[src/rtl/reg_file_2r2w_if.sv]
// Decode/execute bundle for the 2-read/2-write register file: read and write
// addresses, write enables and data toward the file, read operands back.
interface reg_file_2r2w_if #(
  parameter int DATA_W = 16,
  parameter int ADDR_W = 3
);
  logic [ADDR_W-1:0] r_a_raddr_in;
  logic [ADDR_W-1:0] r_b_raddr_in;
  logic              r_c_wen_in;
  logic [ADDR_W-1:0] r_c_waddr_in;
  logic [DATA_W-1:0] c_in;
  logic              r_d_wen_in;
  logic [ADDR_W-1:0] r_d_waddr_in;
  logic [DATA_W-1:0] d_in;
  logic [DATA_W-1:0] a_out;
  logic [DATA_W-1:0] b_out;

  // Decode stage side: drives addresses, enables and write data.
  modport master (
    output r_a_raddr_in, r_b_raddr_in,
    output r_c_wen_in, r_c_waddr_in, c_in,
    output r_d_wen_in, r_d_waddr_in, d_in,
    input  a_out, b_out
  );

  // Register file side.
  modport slave (
    input  r_a_raddr_in, r_b_raddr_in,
    input  r_c_wen_in, r_c_waddr_in, c_in,
    input  r_d_wen_in, r_d_waddr_in, d_in,
    output a_out, b_out
  );
endinterface

[src/rtl/reg_file_2r2w.sv]
// Flop-based register file with two read ports (A, B) and two write ports
// (C, D); D wins same-address collisions. Optional bypass, zero entry, read register.
module reg_file_2r2w #(
  parameter  int DATA_W    = 16,
  parameter  int DEPTH     = 8,
  parameter  int BYPASS    = 0,
  parameter  int ZERO_REG0 = 0,
  parameter  int READ_REG  = 0,
  localparam int ADDR_W    = $clog2(DEPTH)
) (
  input  logic            clock,
  input  logic            reset_n,
  reg_file_2r2w_if.slave  bus
);

  logic [DATA_W-1:0] mem [DEPTH];

  logic              c_we;
  logic              d_we;
  logic [ADDR_W-1:0] raddr [2];
  logic [DATA_W-1:0] rdata [2];

  // With a hard-wired zero entry, writes aimed at address 0 are simply dropped.
  assign c_we = bus.r_c_wen_in && !(ZERO_REG0 != 0 && bus.r_c_waddr_in == '0);
  assign d_we = bus.r_d_wen_in && !(ZERO_REG0 != 0 && bus.r_d_waddr_in == '0);

  // NOTE: storage is flops rather than a RAM macro, so it can and must be
  // cleared on reset; the reset branch overrides any write in the same cycle.
  always_ff @(posedge clock) begin
    if (!reset_n) begin
      for (int i = 0; i < DEPTH; i++) mem[i] <= '0;
    end else begin
      if (c_we) mem[bus.r_c_waddr_in] <= bus.c_in;
      // NOTE: the later non-blocking assignment wins when both target the same
      // entry, which is what gives port D priority over port C.
      if (d_we) mem[bus.r_d_waddr_in] <= bus.d_in;
    end
  end

  assign raddr[0] = bus.r_a_raddr_in;
  assign raddr[1] = bus.r_b_raddr_in;

  // Priority, lowest first so each later override wins: stored value,
  // C bypass, D bypass, zero entry.
  always_comb begin
    for (int p = 0; p < 2; p++) begin
      // NOTE: rdata gets its stored-value default before any conditional
      // override, so no path leaves it unassigned and no latch is inferred.
      rdata[p] = mem[raddr[p]];
      if (BYPASS != 0 && bus.r_c_wen_in && bus.r_c_waddr_in == raddr[p]) rdata[p] = bus.c_in;
      if (BYPASS != 0 && bus.r_d_wen_in && bus.r_d_waddr_in == raddr[p]) rdata[p] = bus.d_in;
      if (ZERO_REG0 != 0 && raddr[p] == '0) rdata[p] = '0;
    end
  end

  generate
    if (READ_REG != 0) begin : g_read_reg
      logic [DATA_W-1:0] a_q;
      logic [DATA_W-1:0] b_q;

      always_ff @(posedge clock) begin
        if (!reset_n) begin
          a_q <= '0;
          b_q <= '0;
        end else begin
          a_q <= rdata[0];
          b_q <= rdata[1];
        end
      end

      assign bus.a_out = a_q;
      assign bus.b_out = b_q;
    end else begin : g_read_comb
      assign bus.a_out = rdata[0];
      assign bus.b_out = rdata[1];
    end
  endgenerate

endmodule

[src/flat_wrapper.sv]
// flat-port wrapper written by rule: the top's interface ports become plain ports
module reg_file_2r2w_flat 
#(
  parameter  int DATA_W    = 16,
  parameter  int DEPTH     = 8,
  parameter  int BYPASS    = 0,
  parameter  int ZERO_REG0 = 0,
  parameter  int READ_REG  = 0,
  localparam int ADDR_W    = $clog2(DEPTH)
)
  (clock, reset_n, bus_r_a_raddr_in, bus_r_b_raddr_in, bus_r_c_wen_in, bus_r_c_waddr_in, bus_c_in, bus_r_d_wen_in, bus_r_d_waddr_in, bus_d_in, bus_a_out, bus_b_out);
  reg_file_2r2w_if #(.DATA_W(DATA_W), .ADDR_W(3)) bus_i ();
  input  logic clock;
  input  logic reset_n;
  input wire logic [$bits(bus_i.r_a_raddr_in)-1:0] bus_r_a_raddr_in;
  input wire logic [$bits(bus_i.r_b_raddr_in)-1:0] bus_r_b_raddr_in;
  input wire logic [$bits(bus_i.r_c_wen_in)-1:0] bus_r_c_wen_in;
  input wire logic [$bits(bus_i.r_c_waddr_in)-1:0] bus_r_c_waddr_in;
  input wire logic [$bits(bus_i.c_in)-1:0] bus_c_in;
  input wire logic [$bits(bus_i.r_d_wen_in)-1:0] bus_r_d_wen_in;
  input wire logic [$bits(bus_i.r_d_waddr_in)-1:0] bus_r_d_waddr_in;
  input wire logic [$bits(bus_i.d_in)-1:0] bus_d_in;
  output wire logic [$bits(bus_i.a_out)-1:0] bus_a_out;
  output wire logic [$bits(bus_i.b_out)-1:0] bus_b_out;
  assign bus_i.r_a_raddr_in = bus_r_a_raddr_in;
  assign bus_i.r_b_raddr_in = bus_r_b_raddr_in;
  assign bus_i.r_c_wen_in = bus_r_c_wen_in;
  assign bus_i.r_c_waddr_in = bus_r_c_waddr_in;
  assign bus_i.c_in = bus_c_in;
  assign bus_i.r_d_wen_in = bus_r_d_wen_in;
  assign bus_i.r_d_waddr_in = bus_r_d_waddr_in;
  assign bus_i.d_in = bus_d_in;
  assign bus_a_out = bus_i.a_out;
  assign bus_b_out = bus_i.b_out;
  reg_file_2r2w #(.DATA_W(DATA_W), .DEPTH(DEPTH), .BYPASS(BYPASS), .ZERO_REG0(ZERO_REG0), .READ_REG(READ_REG)) u_core (.clock(clock), .reset_n(reset_n), .bus(bus_i));
endmodule
[config.mk]
export PLATFORM = sky130hd
export DESIGN_NAME = reg_file_2r2w_flat
export DESIGN_NICKNAME = d
export VERILOG_FILES = /design/src/rtl/reg_file_2r2w_if.sv /design/src/rtl/reg_file_2r2w.sv /design/src/flat_wrapper.sv
export SDC_FILE = /design/constraint.sdc
export NUM_CORES = 1
export LEC_CHECK = 0
export BUFFER_PORTS_ARGS = -buffer_cell sky130_fd_sc_hd__buf_4
export CAP_MARGIN = 20
export CORE_AREA = 2 2 166 119
export DETAILED_ROUTE_END_ITERATION = 10
export DIE_AREA = 0 0 168 121
export HOLD_SLACK_MARGIN = 0.03
export SYNTH_ARGS = -nofsm -noshare
export SYNTH_HDL_FRONTEND = slang
export SYNTH_SLANG_ARGS = --single-unit
[constraint.sdc]
create_clock -name clock -period 4.35 [get_ports clock]
set_input_delay 0.2175 -clock clock [delete_from_list [all_inputs] [get_ports clock]]
set_output_delay 0.2175 -clock clock [all_outputs]
set_load 0.02 [all_outputs]
## After elaboration in Yosys (flattened, before gate mapping)

Memory sizes are Yosys's and may differ from the RTL's.
Cells that the tools add are included.

- Bits in writable memories: 128
- Flip-flop bits (word level): 0
- Output and inout bits: 32
- Memories: 1

Memory list:

| name | words | width | read ports | clocked after memory_dff | write ports | line | source |
|---|---|---|---|---|---|---|---|
| u_core.mem | 8 | 16 | 2 | 0 | 8 | reg_file_2r2w.sv:16 | `logic [DATA_W-1:0] mem [DEPTH];` |

- Multiplexer cells: 13
- Reduce and logical (&&, ||, !) cells: 2

Operator list:

| cell | count |
|---|---|
| $mux 16 | 2 |
| $reduce_or 16->1 | 2 |
| $mux 1 | 9 |
| $mux 3 | 2 |

## Logic depth before layout (Yosys ltp)

- Word-level depth: 5
- Mapped depth: 6

## Worst setup path before layout

OpenSTA, ideal clock, no wires.

- Path type: in2reg
- Start: in bus_r_c_waddr_in[1]
- End: mem u_core.mem[0][0] (enable)
- Path slack: 2063 ps
- Setup time: 394 ps
- Arrival time: 1893 ps
- Stages: 4
- Path through: or3b_2 -> clkbuf_1 -> clkbuf_1 -> o211ai_1

RTL lines:

| item | line | source |
|---|---|---|
| from (decl) | flat_wrapper.sv:18 | `input wire logic [$bits(bus_i.r_c_waddr_in)-1:0] bus_r_c_waddr_in;` |
| to (decl) | reg_file_2r2w.sv:16 |  |

==> metrics.md <==
| Metric | Value |
|---|---|
| CTS Buffer Depth | 2 |
| Final setup fails | 0 |
| # clock sinks | 128 |
| Post-synth EDFFs | 128 |
| Switch Pwr | 0.885 mW |
| H-Tree Depth | 4 |
| Biggest regs | u_core.mem x128 |
| Routed WL | 23.8 mm |
| Syn_nets | 636 |
| Logic pwr share | 15.8% |
| Worst EP arrival | 2550 ps |
| Resized cells post-CTS | 0 |
| DR pass1 iterations | 5 |
| Number of diodes | 0 |
| Dpl hpwl | 14.9 mm |
| Placed Area | 9080 um^2 |
| Hold Path Origin | bus_d_in[11] |
| Flop pwr share | 40.3% |
| Synth area leader | edfxtp_1 |
| Worst path most repeated cell | buf_4 |
| Post-synth top cells | mux2_2 (142), edfxtp_1 (128), nor2_1 (128) |
| Main flop type after synthesis | edfxtp_1 |
| Worst Setup SP | reset_n |
| Worst Hold Class | input port to register |
| I/O Pins | 80 |
| Leakage | 3.58 nW |
| Slew at the pin closest to its max-slew limit | 1150 ps |
| Crit path time final | 2430 ps |
| Final Cell Area | 9800 um^2 |
| Worst path max stage delay | 750 ps |
| Cell variety after synth | 23 |
| Count leader, synth | mux2_2 |
| Syn Area/Cell | 14.1 um^2 |
| Initial antenna violation count | 0 |
| Via count | 5576 |
| Reg clk slew, reported paths | 60 ps |
| Max reg flops | 128 |
| Initial core utilization | 44.5% |
| Register name with the most flops | u_core.mem |
| Initial DRC count | 551 |
| Post-synthesis sequential area ratio | 46.3% |
| Total CTS buffers | 17 |
| Worst Path Buf+Inv | 2 |
| Fmax | 412 MHz |
| CP top delay family | simple AND/OR/NAND/NOR gates |
| Post-CTS Setup Bufs | 0 |
| Antenna Violating Nets Remaining | 0 |
| RSZ-0062 raised after global routing | false |
| CTS Hold Bufs | 0 |
| Worst path cell trace | buf_4 > nand3_4 > or3_1 > o211ai_1 > buf_4 |
| Average wire per standard cell | 26.2 um |
| Startpoint Class | input port |
| Kind of critical path | input port to register |
| Fraction of registers with async set/reset | 0% |
| Cell Rows | 42 |
| Mapped Area | 8300 um^2 |
| Slew HR | 23.1% |
| Total gr overflow | 0 |
| Cell count after synthesis | 588 |
| Period utilization | 55.8% |
| Pint | 2.87 mW |
| Pins Over Slew Limit | 0 |
| Final setup TNS | 0 ps |
| Status | completed |
| PD cells | 383 nW/um^2 |
| Max Cap Violations | 0 |
| First-pass GRT wire length | 36.1 mm |
| Die area | 20300 um^2 |
| Total GRT Usage | 24.7% |
| Layout cells sized above 1 | 54.2% |
| RePlAce Congestion | 0.765 |
| Net count, final | 701 |
| Port bufs | 79 |
| Critical Path RT | 4470 ps |
| Layout overhead on the synthesized area | 18.1% |
| CTS Root Cell | clkbuf_16 |
| Pin count of the biggest net entering global routing | 43 |
| Drc violations | 0 |
| CTS tree | yes |
| Worst setup EP type | register |
| Crit-path max FO | 42 |
| Worst vdd ir | 0.258 mV |
| Final Hold Fails | 0 |
| Core Box Area | 18700 um^2 |
| Clk pwr share | 43.9% |
| Die W | 168 um |
| Number of synthesis warnings | 0 |
| Drt via density | 6.14 |
| Top cells by area, synth | edfxtp_1 (46%), mux2_2 (19%), mux4_2 (17%) |
| Die height | 121 um |
| Top cell type's share of synthesized area | 46.3% |
| Slowest stage cell, crit path | or3_1 |
| Sw Share | 23.6% |
| Vias in the first global route | 5816 |
| Yosys reg bits | 128 |
worst paths after layout:
path / endpoint / slack [ps] / cells past startpoint
max: u_core.mem[1][1] / 1920 / 5
min: u_core.mem[1][11] / 170 / 2
cells by family after synthesis:
logic type,after synthesis,synth area share (%)
compound gates,8,0.814
buf+inv,51,3.14
flops,128,46.3
mux,224,39.9
simple gates,177,9.80
area by class of cell:
| type | instances | area (um^2) |
|---|---|---|
| Clock buffer | 18 | 429 |
| Clock inverter | 14 | 243 |
| Fill cell | 1576 | 8860 |
| Inverter | 1 | 3.75 |
| Multi-Input combinational cell | 409 | 4230 |
| Sequential cell | 128 | 3840 |
| Tap cell | 242 | 303 |
| Timing Repair Buffer | 96 | 744 |
metrics by stage:
stage	hold WS (ps)	utilization (%)	total power, mW	std cells	setup WS [ps]
2_1_floorplan	435	-	1.88	588	2060
3_3_place_gp	581	48.7	2.11	874	1610
3_5_place_dp	586	48.7	2.13	874	1490
4_1_cts	149	52.3	3.77	906	1930
5_1_grt	165	52.5	3.86	908	1810
6_report	166	52.5	3.75	908	1920
power by group through the flow:
stage               registers [mW]  clock network [mW]  logic (mW)
floorplan                     1.51                   0       0.372
global placement              1.53                   0       0.586
detailed placement            1.53                   0       0.593
CTS                           1.51                1.66       0.596
global route                  1.52                1.71       0.629
finish                        1.51                1.65       0.595
cells in the final DEF, fill, tap and decap left out, types with 2 or more instances in the layout:
master / instances
buf_4: 94
bufinv_16: 7
clkbuf_16: 17
clkinv_1: 5
edfxtp_1: 128
mux2_2: 142
mux2_4: 18
mux4_2: 64
nand2b_1: 2
nand3_1: 17
nand3b_1: 18
nor2_1: 128
nor2_2: 6
o211ai_1: 2
o221ai_2: 6
or3_1: 2
routing by layer:
metal  wire (um)  track usage (%)  vias up
met5           0                0        -
met2       11300             39.4      233
met1       10600             34.8     2909
met3        1590             4.27       22
li1            -                -     2412
met4         299             7.88        0
Note: power is estimated with default switching activity, not from simulation.
